==> src/rtl/bus_rr_scheduler.sv <==
// bus_rr_scheduler
// Round-robin scheduler that moves one packet at a time from a set of source
// FIFOs onto a shared bus. The top byte of each packet is the destination ID.
// A packet goes to one device, or to every device except its source
// (broadcast). It is dropped if the ID is unusable or if backpressure
// outlasts the timeout.
//
// Ports:
//   clk        single clock, all logic on the rising edge
//   reset      synchronous, active-high reset
//   pndng      per-device "FIFO non-empty" flags
//   D_pop      per-device FIFO head data, device i at [i*pckg_sz +: pckg_sz]
//   full       per-device receive-FIFO full flags (backpressure)
//   pop        one-hot, single-cycle pop strobe to the granted source
//   push       single-cycle push strobe to every target of the packet
//   D_push     shared bus data, valid while any push bit is high, held otherwise
//   grant_id   index of the current or most recently granted source
//   busy       high whenever the scheduler is not idle
//   drop_cnt   saturating count of dropped packets
module bus_rr_scheduler #(
  parameter int         drvrs     = 4,
  parameter int         pckg_sz   = 16,
  parameter logic [7:0] broadcast = {8{1'b1}},
  parameter int         tmo       = 64
) (
  input  logic                                   clk,
  input  logic                                   reset,
  input  logic [drvrs-1:0]                       pndng,
  input  logic [drvrs*pckg_sz-1:0]               D_pop,
  input  logic [drvrs-1:0]                       full,
  output logic [drvrs-1:0]                       pop,
  output logic [drvrs-1:0]                       push,
  output logic [pckg_sz-1:0]                     D_push,
  output logic [((drvrs > 1) ? $clog2(drvrs) : 1)-1:0] grant_id,
  output logic                                   busy,
  output logic [15:0]                            drop_cnt
);

  localparam int GRANT_W = (drvrs > 1) ? $clog2(drvrs) : 1;
  localparam int WAIT_W  = $clog2(tmo + 1);

  localparam logic [2:0] S_IDLE  = 3'd0;
  localparam logic [2:0] S_POP   = 3'd1;
  localparam logic [2:0] S_ROUTE = 3'd2;
  localparam logic [2:0] S_WAIT  = 3'd3;
  localparam logic [2:0] S_PUSH  = 3'd4;

  logic [2:0]         state_q, state_d;
  logic [GRANT_W-1:0] grant_id_q, grant_id_d;
  logic [GRANT_W-1:0] last_grant_q, last_grant_d;
  logic [pckg_sz-1:0] packet_q, packet_d;
  logic [pckg_sz-1:0] d_push_q, d_push_d;
  logic [15:0]        drop_cnt_q, drop_cnt_d;
  logic [WAIT_W-1:0]  wait_cnt_q, wait_cnt_d;

  logic               sel_found;
  logic [GRANT_W-1:0] sel_idx;
  logic [pckg_sz-1:0] pop_data;
  logic [7:0]         dest;
  logic [drvrs-1:0]   mask;
  logic               route_drop;
  logic               blocked;
  logic [15:0]        drop_cnt_inc;

  // Round-robin pick. Indices above the last grant are searched first, then
  // the ones at or below it, which gives the wrap-around order without modulo.
  always_comb begin
    sel_found = 1'b0;
    sel_idx   = '0;
    for (int i = 0; i < drvrs; i++) begin
      if (!sel_found && (i > int'(last_grant_q)) && pndng[i]) begin
        sel_found = 1'b1;
        sel_idx   = GRANT_W'(i);
      end
    end
    for (int i = 0; i < drvrs; i++) begin
      if (!sel_found && (i <= int'(last_grant_q)) && pndng[i]) begin
        sel_found = 1'b1;
        sel_idx   = GRANT_W'(i);
      end
    end
  end

  // Head data of the granted source, captured into the packet register in POP.
  always_comb begin
    pop_data = '0;
    for (int i = 0; i < drvrs; i++) begin
      if (int'(grant_id_q) == i) pop_data = D_pop[i*pckg_sz +: pckg_sz];
    end
  end

  // Target mask of the held packet. The source is never a target, so an empty
  // mask covers both an unusable ID and a broadcast with no other devices.
  always_comb begin
    dest = packet_q[pckg_sz-1 -: 8];
    mask = '0;
    for (int i = 0; i < drvrs; i++) begin
      if (dest == broadcast) begin
        mask[i] = (i != int'(grant_id_q));
      end else if ((int'(dest) == i) && (i != int'(grant_id_q))) begin
        mask[i] = 1'b1;
      end
    end
    route_drop   = (mask == '0);
    blocked      = |(full & mask);
    drop_cnt_inc = (drop_cnt_q == 16'hFFFF) ? drop_cnt_q : drop_cnt_q + 16'd1;
  end

  // Next-state logic. A dropped packet moves last_grant exactly as a delivered
  // one does, so the dropping source loses priority.
  always_comb begin
    state_d      = state_q;
    grant_id_d   = grant_id_q;
    last_grant_d = last_grant_q;
    packet_d     = packet_q;
    d_push_d     = d_push_q;
    drop_cnt_d   = drop_cnt_q;
    wait_cnt_d   = wait_cnt_q;
    case (state_q)
      S_IDLE: begin
        if (sel_found) begin
          grant_id_d = sel_idx;
          state_d    = S_POP;
        end
      end
      S_POP: begin
        packet_d = pop_data;
        state_d  = S_ROUTE;
      end
      S_ROUTE: begin
        if (route_drop) begin
          drop_cnt_d   = drop_cnt_inc;
          last_grant_d = grant_id_q;
          state_d      = S_IDLE;
        end else if (!blocked) begin
          d_push_d = packet_q;
          state_d  = S_PUSH;
        end else begin
          wait_cnt_d = '0;
          state_d    = S_WAIT;
        end
      end
      S_WAIT: begin
        if (!blocked) begin
          d_push_d = packet_q;
          state_d  = S_PUSH;
        end else if (wait_cnt_q == WAIT_W'(tmo - 1)) begin
          drop_cnt_d   = drop_cnt_inc;
          last_grant_d = grant_id_q;
          state_d      = S_IDLE;
        end else begin
          wait_cnt_d = wait_cnt_q + 1'b1;
        end
      end
      S_PUSH: begin
        last_grant_d = grant_id_q;
        state_d      = S_IDLE;
      end
      default: state_d = S_IDLE;
    endcase
  end

  // State registers. Reset abandons any packet in flight without counting a
  // drop, and last_grant restarts at the top index so that device 0 is
  // searched first.
  always_ff @(posedge clk) begin
    if (reset) begin
      state_q      <= S_IDLE;
      grant_id_q   <= '0;
      last_grant_q <= GRANT_W'(drvrs - 1);
      packet_q     <= '0;
      d_push_q     <= '0;
      drop_cnt_q   <= '0;
      wait_cnt_q   <= '0;
    end else begin
      state_q      <= state_d;
      grant_id_q   <= grant_id_d;
      last_grant_q <= last_grant_d;
      packet_q     <= packet_d;
      d_push_q     <= d_push_d;
      drop_cnt_q   <= drop_cnt_d;
      wait_cnt_q   <= wait_cnt_d;
    end
  end

  // Strobes are decoded from the state, so pop and push can never coincide.
  always_comb begin
    pop = '0;
    for (int i = 0; i < drvrs; i++) begin
      if (state_q == S_POP) pop[i] = (int'(grant_id_q) == i);
    end
    push = (state_q == S_PUSH) ? mask : '0;
  end

  assign D_push   = d_push_q;
  assign grant_id = grant_id_q;
  assign busy     = (state_q != S_IDLE);
  assign drop_cnt = drop_cnt_q;

endmodule

==> config.mk <==
export PLATFORM = sky130hd
export DESIGN_NAME = bus_rr_scheduler
export DESIGN_NICKNAME = d
export VERILOG_FILES = /design/src/rtl/bus_rr_scheduler.sv
export SDC_FILE = /design/constraint.sdc
export NUM_CORES = 1
export LEC_CHECK = 0
export ABC_AREA = 1
export BUFFER_PORTS_ARGS = -buffer_cell sky130_fd_sc_hd__buf_2
export CAP_MARGIN = 10
export CORE_ASPECT_RATIO = 0.8
export CORE_UTILIZATION = 50
export CTS_CLUSTER_DIAMETER = 150
export DETAILED_ROUTE_END_ITERATION = 7
export PLACE_DENSITY = 0.78
export SYNTH_ARGS = -nofsm -noshare
export SYNTH_HDL_FRONTEND = slang
export SYNTH_SLANG_ARGS = --single-unit
==> constraint.sdc <==
create_clock -name clk -period 2.55 [get_ports clk]
set_input_delay 0.1275 -clock clk [delete_from_list [all_inputs] [get_ports clk]]
set_output_delay 0.1275 -clock clk [all_outputs]
set_load 0.02 [all_outputs]
==> run_results.csv <==
group,metric,value,unit
clock_tree,path_clk_slew,0.07,ns
clock_tree,cts_tree,"done",
setup_path,crit-reg2reg-launch,"grant_id[0]$_SDFFE_PP0P_",
clock_tree,post_cts_buffers,0,
synthesis,synth.most_common_cell,"nand2_1",
sta,fmax,0.471,GHz
power_and_ir_drop,leakage,2.01,nW
synthesis,synth_area_leaders,"dfxtp_1, nand2_1, nand3_1",
placement,portBuffers,116,
clock_tree,numClockSinks,62,
synthesis,synth_area,3760,sq um
min_path,whs_endpoint,"packet_q[14]$_SDFFE_PP0N_",
setup_path,start_kind,"register",
synthesis,synthCells,534,
placement,dp.cells,722,
clock_tree,ctsLongestPathBuffers,2,
synthesis,netlist_top_cells_count,"nand2_1, nand3_1, dfxtp_1, nor2_1, inv_1",
synthesis,synth_edf_count,0,
layout,area_growth,21.7,%
global_route,grt_pass1_vias,3892,
sta,finalCritPeriodShare,83.3,%
layout,fillerInstances,683,
setup_path,slowest_delay,0.71,ns
sta,period_minus_slack,2.12,ns
clock_tree,clock-root-buffer,"clkbuf_8",
synthesis,synthesis.yosys.warnings,0,
power_and_ir_drop,irDropWorstVdd,0.352,mV
global_route,grt.total_usage,29.0,%
synthesis,synth_top_area_cell,"dfxtp_1",
clock_tree,cts_resized,0,
routing,viasPerCell,5.58,
layout,stdcell_count,738,
placement,gp_congestion,0.898,
sta,setup_violations,0,
power_and_ir_drop,p_per_area,639,nW/um^2
layout,seq_area,1240,sq um
floorplanning,die_area,7880,sq um
synthesis,ys_seq_elements,62,
routing,antenna_left,0,
sta,rsz0062_at_grt,"false",
floorplanning,io_pins,117,
clock_tree,hold_buffers,0,
floorplanning,dieWidth,99.0,um
setup_path,reg2reg_slack,0.43,ns
layout,drive_gt1_share,32.1,%
min_path,hold_class,"in2reg",
synthesis,synth_top_flop_cell,"dfxtp_1",
setup_path,path_common_cell,"nand2_4",
sta,slew_viol_final,0,
floorplanning,row_count,27,
global_route,grt_max_degree,37,
routing,routed_wl,10900,um
floorplanning,core,7090,sq um
setup_path,timing.critical_path.cells,"nand2_1, nand2_1, inv_2, nor2_2, nand2_4, nand2_4, inv_6, nor2_8, nand2_4, o21ai_0, nor2_1",
setup_path,worst-r2r-cell-count,11,
global_route,gr-total-overflow,0,
sta,hold_viol,0,
sta,setup_tns,0,ns
setup_path,cp-end-kind,"register",
floorplanning,start_util,53.1,%
floorplanning,die_y,79.6,um
sta,worst_pin_slew,0.646,ns
sta,worst_clock_skew,0.00736,ns
routing,drt-initial-drc-count,276,
setup_path,worst_path_max_delay_cell,"dfxtp_1",
placement,place_ws,0.459,ns
synthesis,syn_avg_cell_area,7.05,sq um
run_status,status,"completed",
routing,wire_per_inst,14.8,um
sta,relSlewSlack,56.9,%
min_path,hp-start,"D_pop[14]",
layout,multi_input_area,2170,sq um
synthesis,synthArstFlopShare,0,%
routing,firstDrtPassIters,5,
setup_path,crit_fanout,16,
setup_path,crit_required,2.79,ns
clock_tree,cts_made_buffers,9,
layout,antenna_cells,0,
layout,final_util,64.6,%
placement,dp_hpwl,8040,um
setup_path,crit_type,"reg2reg",
layout,layout.nets,722,
setup_path,arrival,2.36,ns
synthesis,syn_nets,610,
setup_path,r2r_end,"drop_cnt[1]$_SDFFE_PP0P_",
synthesis,netlist.area_leader.share,33.0,%
flow_run,maxCapViolations,0,
synthesis,synth.distinct_cells,38,
global_route,antenna_found_initial,0,
routing,route.detailed.drc,0,
global_route,grt_pass1_wl,18300,um
sta,setup_slack,0.426,ns
synthesis,seq_area_frac_synth,33.0,%
clock_tree,h-tree-depth,3,
clock_tree,clk-insertion-delay-late,0.35,ns
routing,vias,4117,
min_path,hold_depth,3,
-- power by group --
part / switching [mW] / internal [mW] / leakage (nW) / total [mW]
combinational: 0.601 / 0.299 / 1.41 / 0.900
sequential: 0.105 / 1.05 / 0.504 / 1.16
clock: 0.398 / 0.474 / 0.102 / 0.872
-- area by class of cell --
type	count	area share [%]
clock buffers	10	3.00
clock inverters	6	1.34
inverters	53	4.45
multi-input cells	394	47.4
flip-flops and latches	62	27.1
well taps	87	2.38
repair buffers	126	14.3
-- cells by family (layout without fill, tap and decap cells) --
group	Yosys count	count (layout)	synth area share [%]
and+or+nand+nor	282	282	37.3
AOI/OAI and AO/OA	96	96	16.5
buffers and inverters	78	195	9.34
DFF	62	62	33.0
xor gates and xnor gates	14	14	3.26
adders and majority gates	2	2	0.665
-- layer usage --
metal / wire [um] / vias to the layer above / track usage, %
li1: - / 2011 / -
met1: 5230 / 1934 / 40.0
met2: 4820 / 147 / 45.9
met3: 656 / 25 / 5.52
met4: 204 / 0 / 8.36
met5: 0 / - / 0
-- placed cells by master (no fill, tap or decap) --
cell,instances
clkinv_4,1
buf_2,116
a41oi_1,11
xor2_1,12
or2_2,1
inv_6,1
ha_1,2
a21oi_2,11
nor2_8,1
nor3_1,15
o31ai_1,2
clkinv_2,3
o21ai_0,19
nand3_2,11
o211ai_1,5
nand3b_1,1
a311oi_1,2
a21oi_1,39
clkinvlp_4,1
xnor2_1,2
nand3_1,64
o21ai_2,2
nand4_1,11
nor3_2,3
nor2_4,3
nand2_2,15
a31oi_1,1
inv_2,9
o21ai_4,2
clkbuf_8,10
nor2_1,49
nor2_2,2
dfxtp_1,62
o21ai_1,2
nand2_1,100
nand2_4,6
bufinv_16,1
inv_1,43
buf_4,10
-- critical path: cells and delay by family (launching register included) --
| family | cells | cell delay (ns) |
|---|---|---|
| AO/OA/AOI/OAI | 1 | 0.26 |
| flip-flops | 1 | 0.71 |
| buffers and inverters | 2 | 0.09 |
| AND/OR/NAND/NOR | 8 | 0.94 |
-- how the worst max path moves through the flow --
| stage | startpoint | end | slack [ns] |
|---|---|---|---|
| detailed placement | grant_id[0]$_SDFFE_PP0P_ | D_push[12]$_SDFFE_PP0P_ | 0.46 |
| finish | grant_id[0]$_SDFFE_PP0P_ | drop_cnt[1]$_SDFFE_PP0P_ | 0.43 |
| global route | grant_id[0]$_SDFFE_PP0P_ | D_push[7]$_SDFFE_PP0P_ | 0.22 |
| CTS | grant_id[0]$_SDFFE_PP0P_ | D_push[13]$_SDFFE_PP0P_ | 0.43 |
| floorplan | drop_cnt[0]$_SDFFE_PP0P_ | drop_cnt[11]$_SDFFE_PP0P_ | 0.58 |
| global placement | grant_id[0]$_SDFFE_PP0P_ | D_push[14]$_SDFFE_PP0P_ | 0.58 |
-- through the flow --
stage / total power, mW / cell area (sq um) / hold slack [ns]
3_3_place_gp: 2.03 / 4380 / 0.433
5_1_grt: 3.09 / 4580 / 0.0753
3_5_place_dp: 2.06 / 4380 / 0.434
4_1_cts: 2.92 / 4580 / 0.0721
6_report: 2.93 / 4580 / 0.0708
2_1_floorplan: 1.80 / 3760 / 0.311
-- flip-flops by register name, summed over array words and instances (netlist names) --
register and count:
last_grant_q 2, grant_id 2, wait_cnt_q 7, drop_cnt 16
state_q 3, D_push 16, packet_q 16
(Power assumes the default switching activity.)
